**src/rtl/nco_sweep_ctrl.sv**
```systemverilog
// nco_sweep_ctrl: frequency-sweep sequencer for the PDM NCO 8-bit tuning word.
// A 4-byte profile (start, stop, step, dwell) is loaded over a valid/ready byte
// port. On go, freq_word steps from start to stop, each word held dwell+1
// cycles, in single-shot or repeat mode.
//
// Optional build macro NCO_SWEEP_TRIANGLE_EN: when defined, tri_en (sampled at
// go) adds a return leg from stop back to start; when undefined, tri_en is
// ignored and no triangle logic exists.
//
// Ports:
//   clk, rst          clock, synchronous active-high reset
//   cfg_data/valid    profile byte stream (start, stop, step, dwell)
//   cfg_ready         high when a byte can be accepted (IDLE/ARMED)
//   go, abort         start sweep / abandon sweep back to ARMED
//   repeat_en, tri_en sweep mode, both sampled at go
//   freq_word         tuning word to the NCO (0 outside RUN)
//   busy              high in RUN
//   done              one-cycle pulse at the end of each pass
module nco_sweep_ctrl #(
    parameter int unsigned DWELL_W = 8
) (
    input  logic       clk,
    input  logic       rst,
    input  logic [7:0] cfg_data,
    input  logic       cfg_valid,
    output logic       cfg_ready,
    input  logic       go,
    input  logic       abort,
    input  logic       repeat_en,
    input  logic       tri_en,
    output logic [7:0] freq_word,
    output logic       busy,
    output logic       done
);

    typedef enum logic [1:0] {
        IDLE  = 2'd0,
        ARMED = 2'd1,
        RUN   = 2'd2
    } state_t;

    state_t               state;
    logic [1:0]           byte_cnt;
    logic [7:0]           start_w;
    logic [7:0]           stop_w;
    logic [7:0]           step_w;
    logic [DWELL_W-1:0]   dwell_w;
    logic [DWELL_W-1:0]   dwell_cnt;
    logic                 dir_up;
    logic                 rep_lat;

    logic                 byte_take;
    logic                 dwell_done;
    logic                 at_tgt;
    logic                 turn;
    logic [7:0]           next_word;
    logic [7:0]           rev_word;
    logic [7:0]           restart_word;
    logic [7:0]           leg_tgt;
    logic                 leg_up;

`ifdef NCO_SWEEP_TRIANGLE_EN
    logic                 tri_lat;
    logic                 leg;      // 0: toward stop, 1: return toward start
`else
    logic                 unused_tri_en;
    assign unused_tri_en = tri_en;
`endif

    // One step from cur toward tgt; zero step counts as 1, 9-bit math clamps at tgt.
    function automatic logic [7:0] step_word(input logic [7:0] cur,
                                             input logic [7:0] tgt,
                                             input logic       up,
                                             input logic [7:0] stp);
        logic [7:0] inc;
        logic [8:0] s;
        inc = (stp == 8'd0) ? 8'd1 : stp;
        if (up) begin
            s = {1'b0, cur} + {1'b0, inc};
            return (s >= {1'b0, tgt}) ? tgt : s[7:0];
        end
        s = {1'b0, cur} - {1'b0, inc};
        return (s[8] || (s[7:0] <= tgt)) ? tgt : s[7:0];
    endfunction

    assign byte_take = cfg_valid & cfg_ready;

    // Current-leg target and the candidate next words.
    always_comb begin
        leg_up       = dir_up;
        leg_tgt      = stop_w;
        turn         = 1'b0;
        rev_word     = 8'd0;
        restart_word = start_w;
`ifdef NCO_SWEEP_TRIANGLE_EN
        if (leg) begin
            leg_up  = ~dir_up;
            leg_tgt = start_w;
        end
        turn     = tri_lat & ~leg & (start_w != stop_w);
        rev_word = step_word(stop_w, start_w, ~dir_up, step_w);
        // A triangle repeat resumes one step past start, start was just held.
        if (tri_lat && (start_w != stop_w))
            restart_word = step_word(start_w, stop_w, dir_up, step_w);
`endif
        next_word  = step_word(freq_word, leg_tgt, leg_up, step_w);
        dwell_done = (dwell_cnt == dwell_w);
        at_tgt     = (freq_word == leg_tgt);
    end

    // Sequencer state, profile registers and registered outputs.
    always_ff @(posedge clk) begin
        if (rst) begin
            state     <= IDLE;
            byte_cnt  <= 2'd0;
            start_w   <= 8'd0;
            stop_w    <= 8'd0;
            step_w    <= 8'd0;
            dwell_w   <= '0;
            dwell_cnt <= '0;
            dir_up    <= 1'b1;
            rep_lat   <= 1'b0;
            freq_word <= 8'd0;
            busy      <= 1'b0;
            done      <= 1'b0;
            cfg_ready <= 1'b1;
`ifdef NCO_SWEEP_TRIANGLE_EN
            tri_lat   <= 1'b0;
            leg       <= 1'b0;
`endif
        end else begin
            done <= 1'b0;
            case (state)
                IDLE: begin
                    if (byte_take) begin
                        case (byte_cnt)
                            2'd0:    start_w <= cfg_data;
                            2'd1:    stop_w  <= cfg_data;
                            2'd2:    step_w  <= cfg_data;
                            default: dwell_w <= DWELL_W'(cfg_data);
                        endcase
                        byte_cnt <= byte_cnt + 2'd1;
                        if (byte_cnt == 2'd3)
                            state <= ARMED;
                    end
                end
                ARMED: begin
                    // A byte in the same cycle as go starts a new profile; go is dropped.
                    if (byte_take) begin
                        start_w  <= cfg_data;
                        byte_cnt <= 2'd1;
                        state    <= IDLE;
                    end else if (go) begin
                        state     <= RUN;
                        busy      <= 1'b1;
                        cfg_ready <= 1'b0;
                        freq_word <= start_w;
                        dwell_cnt <= '0;
                        dir_up    <= (stop_w >= start_w);
                        rep_lat   <= repeat_en;
`ifdef NCO_SWEEP_TRIANGLE_EN
                        tri_lat   <= tri_en;
                        leg       <= 1'b0;
`endif
                    end
                end
                RUN: begin
                    if (abort) begin
                        state     <= ARMED;
                        busy      <= 1'b0;
                        cfg_ready <= 1'b1;
                        freq_word <= 8'd0;
                    end else if (!dwell_done) begin
                        dwell_cnt <= dwell_cnt + DWELL_W'(1);
                    end else begin
                        dwell_cnt <= '0;
                        if (!at_tgt) begin
                            freq_word <= next_word;
                        end else if (turn) begin
                            freq_word <= rev_word;
`ifdef NCO_SWEEP_TRIANGLE_EN
                            leg       <= 1'b1;
`endif
                        end else begin
                            done <= 1'b1;
`ifdef NCO_SWEEP_TRIANGLE_EN
                            leg  <= 1'b0;
`endif
                            if (rep_lat) begin
                                freq_word <= restart_word;
                            end else begin
                                state     <= ARMED;
                                busy      <= 1'b0;
                                cfg_ready <= 1'b1;
                                freq_word <= 8'd0;
                            end
                        end
                    end
                end
                default: state <= IDLE;
            endcase
        end
    end

endmodule

```
**config.mk**
```make
export PLATFORM = sky130hd
export DESIGN_NAME = nco_sweep_ctrl
export DESIGN_NICKNAME = d
export VERILOG_FILES = /design/src/rtl/nco_sweep_ctrl.sv
export SDC_FILE = /design/constraint.sdc
export NUM_CORES = 1
export LEC_CHECK = 0
export CAP_MARGIN = 10
export CORE_ASPECT_RATIO = 0.6
export CORE_UTILIZATION = 60
export CTS_CLUSTER_DIAMETER = 80
export CTS_CLUSTER_SIZE = 28
export DETAILED_ROUTE_END_ITERATION = 10
export MAX_ROUTING_LAYER = met4
export PLACE_DENSITY = 0.8
export RECOVER_POWER = 50
export SLEW_MARGIN = 20
export SYNTH_ARGS = -nofsm -noshare
export SYNTH_HDL_FRONTEND = slang
export SYNTH_SLANG_ARGS = --single-unit
```
**constraint.sdc**
```tcl
create_clock -name clk -period 4.3 [get_ports clk]
set_input_delay 0.86 -clock clk [delete_from_list [all_inputs] [get_ports clk]]
set_output_delay 0.86 -clock clk [all_outputs]
set_load 0.02 [all_outputs]
```
==> results of run 1 <==
[repair_timing]
action	CTS	global route
setup endpoints to repair	0	7
hold buffers	0	0
resized for setup	0	2
[worst max-delay path by stage]
| stage | end | slack [ps] | cells after the start | from |
|---|---|---|---|---|
| after global routing | freq_word[1] | 60 | 19 | step_w[4] |
| after floorplan | freq_word[6] | 820 | 16 | step_w[4] |
| final | freq_word[1] | 230 | 19 | step_w[4] |
| after CTS | freq_word[1] | 170 | 18 | step_w[4] |
| after detailed placement | freq_word[1] | 190 | 18 | step_w[4] |
| after global placement | freq_word[3] | 310 | 19 | step_w[4] |
[final cells by class]
type / count / area share
Tap cell: 87 / 0.0225
Inverter: 34 / 0.0264
Multi-Input combinational cell: 413 / 0.590
Clock inverter: 5 / 0.0111
Sequential cell: 57 / 0.236
Clock buffer: 11 / 0.0523
Timing Repair Buffer: 32 / 0.0614
[metal layers]
| metal | GRT usage | vias up | routed length [um] |
|---|---|---|---|
| li1 | - | 1897 | - |
| met1 | 0.504 | 1824 | 5540 |
| met2 | 0.450 | 196 | 4660 |
| met3 | 0.0949 | 15 | 1390 |
| met4 | 0.0707 | 0 | 80 |
| met5 | - | - | 0 |
[cells in the final DEF (no fill, tap or decap), drive strengths merged, types with 13 or more instances in the layout]
master,count
clkdlybuf4s50,13
nand3,28
mux2i,18
a21oi,65
nor2,36
xor2,16
dfxtp,57
ha,47
nand2,51
inv,33
xnor2,16
o21ai,26
[sequential cells by signal (all words and copies together) (netlist names), 2 cells and up]
name          cells
dwell_w           8
restart_word      8
dwell_cnt         8
leg_tgt           8
byte_cnt          2
state             2
freq_word         8
step_w            8
[logic make-up after synthesis]
group | synth area share
simple gates | 0.194
compound gates | 0.205
buf+inv | 0.0598
flops | 0.270
fa+ha+maj | 0.149
xor+xnor | 0.0663
mux | 0.0568
[stage by stage]
| stage | hold slack [ps] | power [uW] |
|---|---|---|
| 2_1_floorplan | 436 | 797 |
| 3_3_place_gp | 454 | 872 |
| 3_5_place_dp | 455 | 882 |
| 4_1_cts | 467 | 1600 |
| 5_1_grt | 486 | 1660 |
| 6_report | 458 | 1610 |
[power by group through the flow]
stage	Sequential (uW)	Combinational, uW	Clock, uW
finish	565	320	723
global route	567	347	750
CTS	564	311	727
detailed placement	575	307	0
global placement	574	297	0
floorplan	568	229	0
[critical path, stage by stage (launching register included)]
cell	delay, ps
dfxtp_1	340
nor4_2	290
a41o_1	290
buf_4	140
ha_1	200
fa_1	230
nand2b_1	100
a221o_1	330
a21oi_1	170
nor2_1	80
xnor2_2	150
ha_1	300
and3_1	190
nand3_1	80
o21ai_1	250
nor3_2	80
buf_4	190
mux2i_1	150
mux2_4	300
a21oi_2	130
==> summary.md, run 1 <==
| Metric | Value |
|---|---|
| VDD IR-drop max | `just under 0.0003 V` |
| Post-synth EDFFs | `0` |
| Mapped Nets | `595` |
| Post-DRT Antenna Nets | `0` |
| Longest Clk Path Bufs | `2` |
| Multi-input gate area | `2850 um2` |
| Period utilization | `0.947` |
| Total negative slack | `0 ps` |
| Failing checks | `max-capacitance violations, max-slew violations` |
| Top-count cell post-synth | `a21oi_1` |
| DP Worst Slack | `193 ps` |
| Most frequent cells after synthesis | `a21oi_1, dfxtp_1, nand2_1` |
| GRT Overall Usage | `0.341` |
| Total Routed Length | `11700 um` |
| Root Buffer Master | `clkbuf_16` |
| CTS Buf Count | `9` |
| Area grow syn2layout | `14.2%` |
| Final Cell Area | `4830 um2` |
| Area after DPL | `4510 um2` |
| Effective utilization at floorplan | `0.628` |
| Nets | `611` |
| Mapped Area | `4230 um2` |
| Fmax | `between 200 and 250 MHz` |
| Top cells by area, synth | `dfxtp_1, ha_1, a21oi_1` |
| Final WS setup | `~230 ps` |
| CP Capture Type | `register` |
| Crit path max fanout | `11` |
| Worst setup path category | `register to register` |
| Fin. Hold Viols | `0` |
| Combinational Power Share | `0.199` |
| Number of distinct library cells after synthesis | `58` |
| Die height | `about 67 um` |
| Slew @ Worst Pin | `roughly 1800 ps` |
| Register Area | `1140 um2` |
| Worst hold stages | `1` |
| # IOs | `26` |
| Final setup viols | `0` |
| CTS tree | `built` |
| Clock tree sinks | `57` |
| Status | `finished, violations left` |
| Worst hold-check path type | `register to register` |
| Core area | `6730 um2` |
| H-tree depth | `3` |
| Layout cells sized above 1 | `0.0761` |
| RSZ-0062 raised after global routing | `no` |
| Clock transition at path regs | `roughly 50 ps` |
| FP Rows | `23` |
| Max Slew Vio Count | `40` |
| Antenna Cells | `0` |
| Synth top area share | `0.270` |
| Avg Cell Area, Syn | `7.96 um2` |
| Antenna violations before repair | `0` |
| FF-to-FF End | `freq_word[1]` |
| Synthesized flop and latch total | `57` |
| Fillers | `536` |
| Die Wd | `110 um` |
| FF-to-FF setup slack | `230 ps` |
| Sequential Power Share | `0.352` |
| Worst-skew pair later-pin latency | `330 ps` |
| Fraction of registers with async set/reset | `0` |
| Synthesis Warnings | `0` |
| Reg-to-Reg Start | `step_w[4]` |
| Hpwl dp | `8780 um` |
| Max-cap violation count | `1` |
| Hold_sp | `busy` |
| P_sw | `453 uW` |
| Routed WL per cell | `18.3 um` |
| Via density | `6.15` |
| Slew Limit Headroom | `-0.182` |
| Largest net degree at the start of global routing | `40` |
| Pleak | `approximately 0.0020 uW` |
| Number of port buffers | `24` |
| Final core utilization | `0.717` |
| Register-to-Register Path Depth | `19` |
| Clk pwr share | `0.450` |
| Remaining global-route overflow | `0` |
| Top FF cell, synth | `dfxtp_1` |
| Min Tclk post-route | `approximately 4100 ps` |
| Finished Layout Cells | `639` |
| Crit path launch type | `register` |
| Critical Path AT | `4340 ps` |
| # Post-CTS Setup Buffers | `0` |
| Via count | `3932` |
| Pwr per Cell Area | `333 nW/um2` |
| DRT iter0 DRCs | `489` |
| Post-synthesis sequential area ratio | `0.270` |
| DIE AREA | `7400 um2` |
| P_int | `between 1000 and 1500 uW` |
| Clock skew | `5.25 ps` |
| Switching Fraction | `0.282` |
| Vias in the first global route | `3490` |
| DR DRC count | `0` |
| Worst Hold End | `busy` |
| DR pass1 iterations | `5` |
| WP data required | `4560 ps` |
| Post-synth top area cell | `dfxtp_1` |
| Final Wtd Congestion | `0.938` |
| Post-Syn Instances | `531` |
| Cell count after placement | `623` |
| First-pass GRT wire length | `18000 um` |
Power figures use the tool's default switching activity.
==> run 2, diff against run 1 <==
Settings changed: GPL_ROUTABILITY_DRIVEN from default to 0.
==> summary.md, run 2 (synthesis gave the netlist of run 1 again) <==
| Metric | Value |
|---|---|
| Clock skew | `4.67 ps (-0.586 ps)` |
| Minimum hold slack | `465 ps (+6.60 ps)` |
| Root Buffer Master | `clkbuf_16` |
| Nets | `614 (+0.49%)` |
| H-tree depth | `3 (unchanged)` |
| Crit path max fanout | `6 (-5)` |
| CP Capture Type | `register` |
| Antenna Cells | `0 (unchanged)` |
| Commonest non-fill, non-tap cells in the layout | `a21oi_1, dfxtp_1, nand2_1, ha_1, nor2_1` |
| Critical Path AT | `4450 ps (+110 ps)` |
| Max-cap violation count | `0 (-1)` |
| Antenna violations before repair | `0 (unchanged)` |
| Fmax | `239 MHz (-2.5%)` |
| Routed WL per cell | `18.6 um (+1.7%)` |
| Via density | `6.16 (about the same)` |
| DR DRC count | `0 (unchanged)` |
| Area grow syn2layout | `15.4%` |
| Met3 Track Usage GR | `0.105 (+0.00978)` |
| CTS Buf Count | `9 (unchanged)` |
| Number of port buffers | `24 (unchanged)` |
| Clk pwr share | `0.443 (-0.007)` |
| Total negative slack | `0 ps (unchanged)` |
| GR Util met1 | `0.504 (unchanged)` |
| P_int | `1140 uW (-0.94%)` |
| Vias in the first global route | `3562 (+2.1%)` |
| DIE AREA | `7400 um2 (unchanged)` |
| Register Area | `1140 um2 (unchanged)` |
| Clock tree sinks | `57 (unchanged)` |
| Layout cells sized above 1 | `0.0883 (+0.0122)` |
| Sequential Power Share | `0.351 (about the same)` |
| Power Total | `1610 uW (+0.36%)` |
| Die height | `67.0 um (unchanged)` |
| GRT met2 Usage | `0.484 (+0.0334)` |
| Fin. Hold Viols | `0 (unchanged)` |
| Pwr per Cell Area | `331 nW/um2 (-0.65%)` |
| Worst hold-check path type | `register to register` |
| Worst setup path category | `register to register` |
| Slew Limit Headroom | `0.216 (+0.398)` |
| Die Wd | `110 um (unchanged)` |
| Slew @ Worst Pin | `1180 ps (-597 ps)` |
| Hpwl dp | `8950 um (+2.0%)` |
| Effective utilization at floorplan | `0.628 (unchanged)` |
| Multi-input gate area | `2880 um2 (+1.2%)` |
| P_sw | `470 uW (+3.7%)` |
| Combinational Power Share | `0.206 (+0.007)` |
| Worst-skew pair later-pin latency | `330 ps (about the same)` |
| Min Tclk post-route | `4180 ps (+105 ps)` |
| Core area | `6730 um2 (unchanged)` |
| Largest net degree at the start of global routing | `37 (-7.5%)` |
| FP Rows | `23 (unchanged)` |
| Remaining global-route overflow | `0 (unchanged)` |
| GRT Overall Usage | `0.354 (+0.0126)` |
| Crit path launch type | `register` |
| # IOs | `26 (unchanged)` |
| Fillers | `541 (+0.93%)` |
| Pleak | `0.00198 uW (-0.78%)` |
| Switching Fraction | `0.291 (+0.00928)` |
| Via count | `3952 (+0.51%)` |
| Final setup viols | `0 (unchanged)` |
| Cell count after placement | `623 (unchanged)` |
| Finished Layout Cells | `642 (+0.47%)` |
| Total Routed Length | `11900 um (+2.2%)` |
| Max Slew Vio Count | `0 (-100%)` |
| WP data required | `4570 ps (about the same)` |
| Longest Clk Path Bufs | `2 (unchanged)` |
| CTS tree | `built` |
| Post-DRT Antenna Nets | `0 (unchanged)` |
| Clock transition at path regs | `50 ps (about the same)` |
| VDD IR-drop max | `0.000353 V (+19%)` |
| DRT iter0 DRCs | `454 (-7.2%)` |
| Status | `complete, no violations` |
| Top Usage Layer GRT | `met1` |
| First-pass GRT wire length | `18500 um (+2.6%)` |
| Period utilization | `0.971 (+0.0244)` |
| Commonest non-fill, non-tap cell in the layout | `a21oi_1` |
| DR pass1 iterations | `4 (-1)` |
-- run 2: cell count changes in the layout (fill, tap and decap cells not counted), sizes merged --
cell           delta
buf               +3
clkinv            -2
dlygate4sd3       -5
clkdlybuf4s50     +5
clkinvlp          +2
-- run 2: path summary, 6_finish.rpt --
check,start,end,slack [ps],cells after the start
setup / recovery,step_w[6],freq_word[3],120,18
hold / removal,busy,busy,460,1
setup reg to reg,step_w[6],freq_word[3],120,18
hold reg to reg,busy,busy,460,1
-- run 2: routing by layer --
layer | part of all wire | vias to the layer above
met5 | 0 | -
met4 | 0.0091 | 0
met3 | 0.10 | 15
met2 | 0.42 | 169
met1 | 0.47 | 1868
li1 | - | 1900
-- run 2: metrics by stage --
step / setup slack, ps / cell area (um2) / utilization
global route: -58.2 / 4880 / 0.724
detailed placement: 155 / 4510 / 0.670
CTS: 103 / 4810 / 0.714
finish: 123 / 4880 / 0.724
global placement: 306 / 4510 / 0.670
floorplan: 816 / 4230 / -
-- run 2: power by group through the flow --
stage	clock network, uW	registers, uW	logic (uW)
2_1_floorplan	0	568	229
5_1_grt	746	567	364
3_5_place_dp	0	576	309
4_1_cts	716	565	312
6_report	715	566	332
3_3_place_gp	0	574	298
-- run 2: worst max-delay path: stages, from the launching register on --
cell and delay, ps:
dfxtp_1 350, nor4_2 300, a41o_1 290, buf_4 160, ha_4 140, fa_2 200
nand2b_1 80, a221o_1 340, a21oi_2 200, nor2_1 100, xnor2_2 160, ha_1 320
a21o_1 170, a211o_1 300, nor3_4 280, buf_6 180, mux2i_1 80, mux2_2 310
a21oi_2 130
-- run 2: what timing repair did --
item	in CTS	in global routing
setup endpoints to repair	0	8
gates resized for setup	0	9
buffers inserted	0	2
hold buffers	0	0
-- run 2: layout make-up --
type | count | area share
Multi-Input combinational cell | 413 | 0.591
Tap cell | 87 | 0.0223
Sequential cell | 57 | 0.234
Inverter | 34 | 0.0262
Clock buffer | 11 | 0.0498
Timing Repair Buffer | 35 | 0.0657
Clock inverter | 5 | 0.0113
==> run 3, diff against run 2 <==
Settings changed: ABC_CLOCK_PERIOD_IN_PS from default to 4300.
==> results of run 3 <==
The final DEF is identical to that of run 2; final timing and power are the same.
